<file path="config.mk">
export PLATFORM = sky130hd
export DESIGN_NAME = scan_serializer
export DESIGN_NICKNAME = d
export VERILOG_FILES = /design/src/rtl/scan_serializer.sv
export SDC_FILE = /design/constraint.sdc
export NUM_CORES = 1
export LEC_CHECK = 0
export CAP_MARGIN = 40
export CORE_ASPECT_RATIO = 2
export CORE_MARGIN = 5
export CORE_UTILIZATION = 50
export CTS_BUF_LIST = sky130_fd_sc_hd__clkbuf_8 sky130_fd_sc_hd__clkbuf_16
export CTS_CLUSTER_DIAMETER = 60
export CTS_CLUSTER_SIZE = 10
export DETAILED_ROUTE_END_ITERATION = 10
export GPL_ROUTABILITY_DRIVEN = 0
export PLACE_DENSITY = 0.76
export SETUP_SLACK_MARGIN = 0.4
export SLEW_MARGIN = 40
export SYNTH_ARGS = -nofsm -noshare
export SYNTH_HDL_FRONTEND = slang
export SYNTH_SLANG_ARGS = --single-unit
</file>
<file path="constraint.sdc">
create_clock -name scan_clk -period 2.3 [get_ports scan_clk]
set_input_delay 0.69 -clock scan_clk [delete_from_list [all_inputs] [get_ports scan_clk]]
set_output_delay 0.69 -clock scan_clk [all_outputs]
set_load 0.005 [all_outputs]
</file>
<file path="src/rtl/scan_serializer.sv">
// scan_serializer -- transmit end of the coefficient/state scan link.
// On scan_en it streams all NWORDS words of the x buffer and the w memory out
// over two parallel serial lines. Words go highest address first, LSB-first
// within a word, one bit per scan_clk.
//
// Ports:
//   scan_clk    single clock, rising edge
//   rst_n       synchronous active-low reset
//   scan_en     frame request / enable level from the collector
//   rd_addr     shared read address to the x/w memories
//   rd_data_x/w registered-RAM read data, valid the cycle after rd_addr
//   scan_out_x/w registered serial bits
//   scan_busy   high while shifting or waiting in DONE (freezes LMS updates)
//   scan_done   one-cycle pulse on entry to DONE
module scan_serializer #(
  parameter int DATA_W = 26,
  parameter int NWORDS = 256,
  parameter int AW     = 8
) (
  input  logic              scan_clk,
  input  logic              rst_n,
  input  logic              scan_en,
  output logic [AW-1:0]     rd_addr,
  input  logic [DATA_W-1:0] rd_data_x,
  input  logic [DATA_W-1:0] rd_data_w,
  output logic              scan_out_x,
  output logic              scan_out_w,
  output logic              scan_busy,
  output logic              scan_done
);

  localparam int BW = $clog2(DATA_W);

  localparam logic [1:0] S_IDLE  = 2'd0;
  localparam logic [1:0] S_SHIFT = 2'd1;
  localparam logic [1:0] S_DONE  = 2'd2;

  localparam logic [AW-1:0] ADDR_TOP = AW'(NWORDS - 1);
  localparam logic [AW-1:0] ADDR_ONE = AW'(1);
  localparam logic [BW-1:0] BIT_LAST = BW'(DATA_W - 1);
  localparam logic [BW-1:0] BIT_ONE  = BW'(1);
  localparam logic [1:0]    WARM_OK  = 2'd2;

  logic [1:0]        state_q,    state_d;
  logic [DATA_W-1:0] shift_x_q,  shift_x_d;
  logic [DATA_W-1:0] shift_w_q,  shift_w_d;
  logic [BW-1:0]     bit_cnt_q,  bit_cnt_d;
  logic [AW-1:0]     word_cnt_q, word_cnt_d;
  logic [1:0]        warm_q,     warm_d;
  logic [AW-1:0]     rd_addr_q,  rd_addr_d;
  logic              out_x_q,    out_x_d;
  logic              out_w_q,    out_w_d;
  logic              busy_q,     busy_d;
  logic              done_q,     done_d;

  always_comb begin
    state_d    = state_q;
    shift_x_d  = shift_x_q;
    shift_w_d  = shift_w_q;
    bit_cnt_d  = bit_cnt_q;
    word_cnt_d = word_cnt_q;
    warm_d     = warm_q;
    rd_addr_d  = rd_addr_q;
    done_d     = 1'b0;
    out_x_d    = 1'b0;
    out_w_d    = 1'b0;

    case (state_q)
      S_IDLE: begin
        // Parking at the top address lets the RAM output settle on the first
        // word; warm counts the cycles needed before that data is trusted.
        rd_addr_d = ADDR_TOP;
        if (warm_q != WARM_OK) warm_d = warm_q + 2'd1;
        if (scan_en && warm_q == WARM_OK) begin
          shift_x_d  = rd_data_x;
          shift_w_d  = rd_data_w;
          bit_cnt_d  = '0;
          word_cnt_d = ADDR_TOP;
          rd_addr_d  = ADDR_TOP - ADDR_ONE;
          state_d    = S_SHIFT;
        end
      end
      S_SHIFT: begin
        if (bit_cnt_q == BIT_LAST && word_cnt_q == '0) begin
          state_d = S_DONE;
          done_d  = 1'b1;
        end else if (!scan_en) begin
          state_d   = S_IDLE;
          rd_addr_d = ADDR_TOP;
          warm_d    = 2'd0;
        end else if (bit_cnt_q == BIT_LAST) begin
          // Address was issued a full word earlier, so rd_data already holds
          // the next word. Decrement wraps to the top address after word 0.
          shift_x_d  = rd_data_x;
          shift_w_d  = rd_data_w;
          bit_cnt_d  = '0;
          word_cnt_d = word_cnt_q - ADDR_ONE;
          rd_addr_d  = rd_addr_q - ADDR_ONE;
        end else begin
          shift_x_d = shift_x_q >> 1;
          shift_w_d = shift_w_q >> 1;
          bit_cnt_d = bit_cnt_q + BIT_ONE;
        end
      end
      S_DONE: begin
        // Hold until the collector releases scan_en so it cannot retrigger.
        if (!scan_en) begin
          state_d = S_IDLE;
          warm_d  = 2'd0;
        end
      end
      default: state_d = S_IDLE;
    endcase

    // Serial outputs track the post-edge shifter LSB, so the first bit of a
    // word is on the line from its load edge.
    if (state_d == S_SHIFT) begin
      out_x_d = shift_x_d[0];
      out_w_d = shift_w_d[0];
    end
    busy_d = (state_d != S_IDLE);
  end

  always_ff @(posedge scan_clk) begin
    if (!rst_n) begin
      state_q    <= S_IDLE;
      shift_x_q  <= '0;
      shift_w_q  <= '0;
      bit_cnt_q  <= '0;
      word_cnt_q <= '0;
      warm_q     <= 2'd0;
      rd_addr_q  <= ADDR_TOP;
      out_x_q    <= 1'b0;
      out_w_q    <= 1'b0;
      busy_q     <= 1'b0;
      done_q     <= 1'b0;
    end else begin
      state_q    <= state_d;
      shift_x_q  <= shift_x_d;
      shift_w_q  <= shift_w_d;
      bit_cnt_q  <= bit_cnt_d;
      word_cnt_q <= word_cnt_d;
      warm_q     <= warm_d;
      rd_addr_q  <= rd_addr_d;
      out_x_q    <= out_x_d;
      out_w_q    <= out_w_d;
      busy_q     <= busy_d;
      done_q     <= done_d;
    end
  end

  assign rd_addr    = rd_addr_q;
  assign scan_out_x = out_x_q;
  assign scan_out_w = out_w_q;
  assign scan_busy  = busy_q;
  assign scan_done  = done_q;

endmodule
</file>
# Word level (Yosys, flattened, before mapping)
# Cells that the tools add are included.
# word_totals
reg_bits	81
input_bits	55
output_inout_bits	12
elab_cells	76
# op_classes
addsub	4
n_eq_ne	12
n_mux	34
n_reduce_logical	13
# op_table
operator	n
2-to-1 mux 26 bit	8
one-hot mux 26 bit (2 select lines)	2
2-to-1 mux 8 bit	7
one-hot mux 8 bit (2 select lines)	2
2-to-1 mux 5 bit	4
subtractor 8 x 1 -> 8 bit, second input constant	2
2-to-1 mux 2 bit	6
inequality test 2 bit, second input constant	6
one-hot mux 2 bit (3 select lines)	2
one-hot mux 5 bit (2 select lines)	1
zero test 8 bit	1
AND reduction 3 bit	2
adder 5 x 1 -> 5 bit, second input constant	1
equality test 5 bit, second input constant	1
AND reduction 5 bit	1
equality test 2 x 1 -> 1 bit, second input constant	2
equality test 2 bit, second input constant	2
AND reduction 2 bit	2
AND reduction 4 bit	1
nonzero test 2 bit	2
inequality test 3 bit, second input constant	1
nonzero test 3 bit	1
adder 2 x 1 -> 2 bit, second input constant	1
logical AND 1 bit	2
other kinds (2)	3

# Longest topological paths before layout
# logic_depth
word_depth	6
mapped_depth	10
depth_no_buf	7

# Worst setup path before layout
# Ideal clock, no wire load.
# synth_timing
path_kind	register to register
from	reg state_q[0]
to	reg shift_x_q[2]
setup_ps	123
t_arrival_ps	1869
required_ps	2177
path_slack_ps	308
path_stages_with_launch	11
n_path_buf	3
period_less_slack_ps	1992
cell_sequence	dfxtp_1 inv_1 ha_1 buf_2 mux2_2 nand2_1 a31o_4 buf_8 buf_8 a221oi_1 nor2_1
# synth_between
elab_chain_len	3
elab_cells_between_ends	8
classes_between	eq/ne (4); mux (1); reduce/logical (3)
# synth_rtl
item	line_no	rtl
start: declaration	44	logic [1:0] state_q, state_d;
start signal: assignment	138	state_q <= state_d;
equality test 2 x 1 -> 1 bit / zero test 2 bit (equally long branches)	68	case (state_q)
inequality test 2 bit (no line) / nonzero test 2 bit (equally long branches)	n/a	
AND reduction 4 bit (no line)	n/a	
end signal: assignment	139	shift_x_q <= shift_x_d;
end: declaration	45	logic [DATA_W-1:0] shift_x_q, shift_x_d;
# Parallel ways exist; a longest one is shown, timed or not.
# A chain may end at the register's enable or synchronous reset.

# Final worst setup path
# layout_timing
from	reg word_cnt_q[1]
to	reg shift_w_q[15]
# layout_between
elab_chain_len	4
# layout_rtl
item	line_no	rtl
start: declaration	48	logic [AW-1:0] word_cnt_q, word_cnt_d;
start signal: assignment	142	word_cnt_q <= word_cnt_d;
zero test 8 bit	84	if (bit_cnt_q == BIT_LAST && word_cnt_q == '0) begin
logical AND 1 bit	84	
inequality test 2 bit (no line)	n/a	
AND reduction 4 bit (no line)	n/a	
end signal: assignment	140	shift_w_q <= shift_w_d;
end: declaration	46	logic [DATA_W-1:0] shift_w_q, shift_w_d;
# No other way between the ends.

==> results.json <==
{
  "cp-startpoint": "word_cnt_q[1]",
  "cap_violations": 0,
  "worstReg2RegEnd": "shift_w_q[15]",
  "port-buffer-count": 66,
  "timing.reg2reg.setup_slack_ps": 170,
  "setup_viol": 0,
  "critPathRequiredTime_ps": 2530,
  "crit_fanout": 9,
  "drt_wl_total_um": 13100,
  "synth_flop_cell": "dfxtp_1",
  "cts_max_level": 3,
  "drive_above_1_share": 0.348,
  "met1_usage": 0.274,
  "syn_nets": 494,
  "max_slew_margin": 0.700,
  "pre_cts_ws_ps": -83.8,
  "leakage_nw": 2.43,
  "synth_edf_count": 0,
  "core_mm2": 0.00783,
  "netlist_instances": 429,
  "dr.pass1.iters": 5,
  "rr_worst_depth": 9,
  "pwr_density_cell_mw_per_mm2": 957,
  "wl_per_cell_um": 20.9,
  "clock_latency_ps": 350,
  "rows": 46,
  "synth-seq-area-share": 0.409,
  "cts_tree": "yes",
  "clockBufferDepth": 2,
  "synth-seq-cells": 81,
  "hold_viol_final": 0,
  "antenna_left": 0,
  "finClkSkew_ps": 13.5,
  "use_met3": 0.0370,
  "critPathCapture": "shift_w_q[15]",
  "worstSetupStartpointType": "flop",
  "syn_to_final_growth_pct": 53.1,
  "first_global_vias": 3351,
  "die_h_um": 136,
  "r2r-start": "word_cnt_q[1]",
  "async_flop_share": 0,
  "synth.distinct_cells": 59,
  "finalCritPeriodShare": 0.925,
  "die_w_um": 73,
  "dp_hpwl_um": 6090,
  "drt_iter0_markers": 419,
  "setup_ws_ps": 173,
  "status": "finished, final reports clean",
  "antenna_found_initial": 0,
  "worst_pin_slew_ps": 443,
  "fin_util": 0.776,
  "antenna_cells": 0,
  "grt_pass1_wl_um": 15800,
  "cts.sinks": 81,
  "grt_max_degree": 66,
  "num_vias": 4000,
  "avgSynthCellArea_um2": 9.25,
  "busiest_layer": "met2",
  "worstSetupPathType": "flop to flop",
  "grt_use_total": 0.199,
  "nNetsFinal": 591,
  "endpoint_kind": "flop",
  "num_io_pins": 67,
  "yosysWarnings": 0,
  "hold_path.class": "flop to flop",
  "syn_area_mm2": 0.00397,
  "die_area_mm2": 0.00993,
  "root_buffer": "clkbuf_16",
  "fmaxAchievable_ghz": 0.470,
  "use_met2": 0.300,
  "cts_hold_buf": 0,
  "vdd_drop_max_mv": 0.666,
  "rsz0062_at_grt": "yes",
  "cts_buffers": 9,
  "vias_per_cell": 6.38,
  "overflow": 0,
  "path_clk_slew_ps": 60,
  "worstPathArrival_ps": 2350,
  "post-route-min-period_ps": 2130,
  "drc": 0,
  "initial_core_util": 0.507,
  "report.final.slew_viol_count": 0
}
## layout make-up
class / count / area (µm²)
clock buffers: 9 / 225
repair buffers: 120 / 1350
inverters: 12 / 45.0
multi-input cells: 302 / 2580
well taps: 96 / 120
flip-flops and latches: 81 / 1650
fillers: 480 / 1750
clock inverters: 7 / 101
## worst min-delay path by stage
stage             startpoint             to  slack, ps  cells after the start
2_1_floorplan  shift_x_q[25]  shift_x_q[25]        430                      2
3_3_place_gp       warm_q[1]      warm_q[1]        440                      2
3_5_place_dp       warm_q[1]      warm_q[1]        450                      2
4_1_cts            warm_q[1]      warm_q[1]        460                      2
5_1_grt         bit_cnt_q[1]   bit_cnt_q[1]        490                      2
6_report          rd_addr[6]     rd_addr[6]        470                      2
## synth_stat cells (all sizes together), types with 5 or more instances
library cell / count / area (µm²)
a21boi: 11 / 90.1
a21oi: 8 / 40.0
a221oi: 49 / 542
buf: 18 / 176
clkbuf: 17 / 65.1
dfxtp: 81 / 1620
ha: 10 / 125
inv: 12 / 45.0
nand2: 23 / 88.8
nand3: 10 / 50.1
nor2: 61 / 245
nor3: 6 / 30.0
nor4: 5 / 37.5
o21ai: 56 / 280
xnor2: 11 / 96.3
## layer usage
metal  up-vias  share of wire
li1       1801              -
met1      1978           0.39
met2       181           0.51
met3        40          0.069
met4         0          0.028
met5         -              0
## metrics by stage
stage	instances	setup TNS, ps	area, µm²	hold slack (ps)	power (W)
2_1_floorplan	429	0	3990	429	0.00289
3_3_place_gp	581	-107	4830	442	0.00327
3_5_place_dp	581	-625	4830	448	0.00329
4_1_cts	607	0	5400	455	0.00520
5_1_grt	627	0	6080	492	0.00603
6_report	627	0	6080	475	0.00582
## worst max-delay path, stage by stage, from the launching register on
cell      delay (ps)
dfxtp_2          330
inv_2             70
ha_4             120
or3b_4           430
nor2_8           160
o31ai_4          100
buf_12           160
buf_6            160
a221oi_2         370
nor2_1            90
## cells in the final DEF, fill, tap and decap left out, types with 6 or more instances in the layout
| cell | synthesis | final |
|---|---|---|
| dfxtp_1 | 81 | 66 |
| nor2_1 | 60 | 58 |
| clkdlybuf4s50_1 | 0 | 58 |
| a221oi_2 | 18 | 43 |
| o21ai_0 | 55 | 40 |
| buf_4 | 0 | 25 |
| nand2_1 | 22 | 18 |
| o21ai_1 | 1 | 16 |
| clkbuf_16 | 0 | 15 |
| buf_6 | 9 | 11 |
| buf_12 | 0 | 11 |
| xnor2_1 | 11 | 10 |
| dfxtp_2 | 0 | 10 |
| inv_1 | 12 | 9 |
| nand3_1 | 10 | 8 |
| a221oi_4 | 0 | 6 |
| a21boi_0 | 8 | 6 |
| ha_1 | 10 | 6 |
## flip-flops by register name (all words and copies together), names as in the netlist
signal      cells
shift_w_q      26
state_q         2
scan_busy       1
word_cnt_q      8
scan_out_w      1
warm_q          2
scan_done       1
shift_x_q      26
scan_out_x      1
rd_addr         8
bit_cnt_q       5
## timing repair
| item | CTS | global route |
|---|---|---|
| setup buffers | 10 | 9 |
| gates cloned | 0 | 11 |
| pin swaps | 4 | 82 |
| gates resized for setup | 52 | 82 |
| endpoints found under the setup margin | 85 | 82 |
## kinds of logic after synthesis
| logic type | count (synthesis) | share of synthesized area |
|---|---|---|
| XOR/XNOR | 11 | 0.0243 |
| adder cells (fa/ha/maj) | 10 | 0.0315 |
| buffers and inverters | 47 | 0.0722 |
| AO/OA/AOI/OAI | 144 | 0.291 |
| multiplexers | 2 | 0.00536 |
| AND/OR/NAND/NOR | 134 | 0.167 |
| flip-flops | 81 | 0.409 |
## power breakdown
group / internal, W / switching [W]
registers: 0.00163 / 0.000192
clock network: 0.000960 / 0.000630
logic: 0.00119 / 0.00121
(Power assumes the default switching activity.)
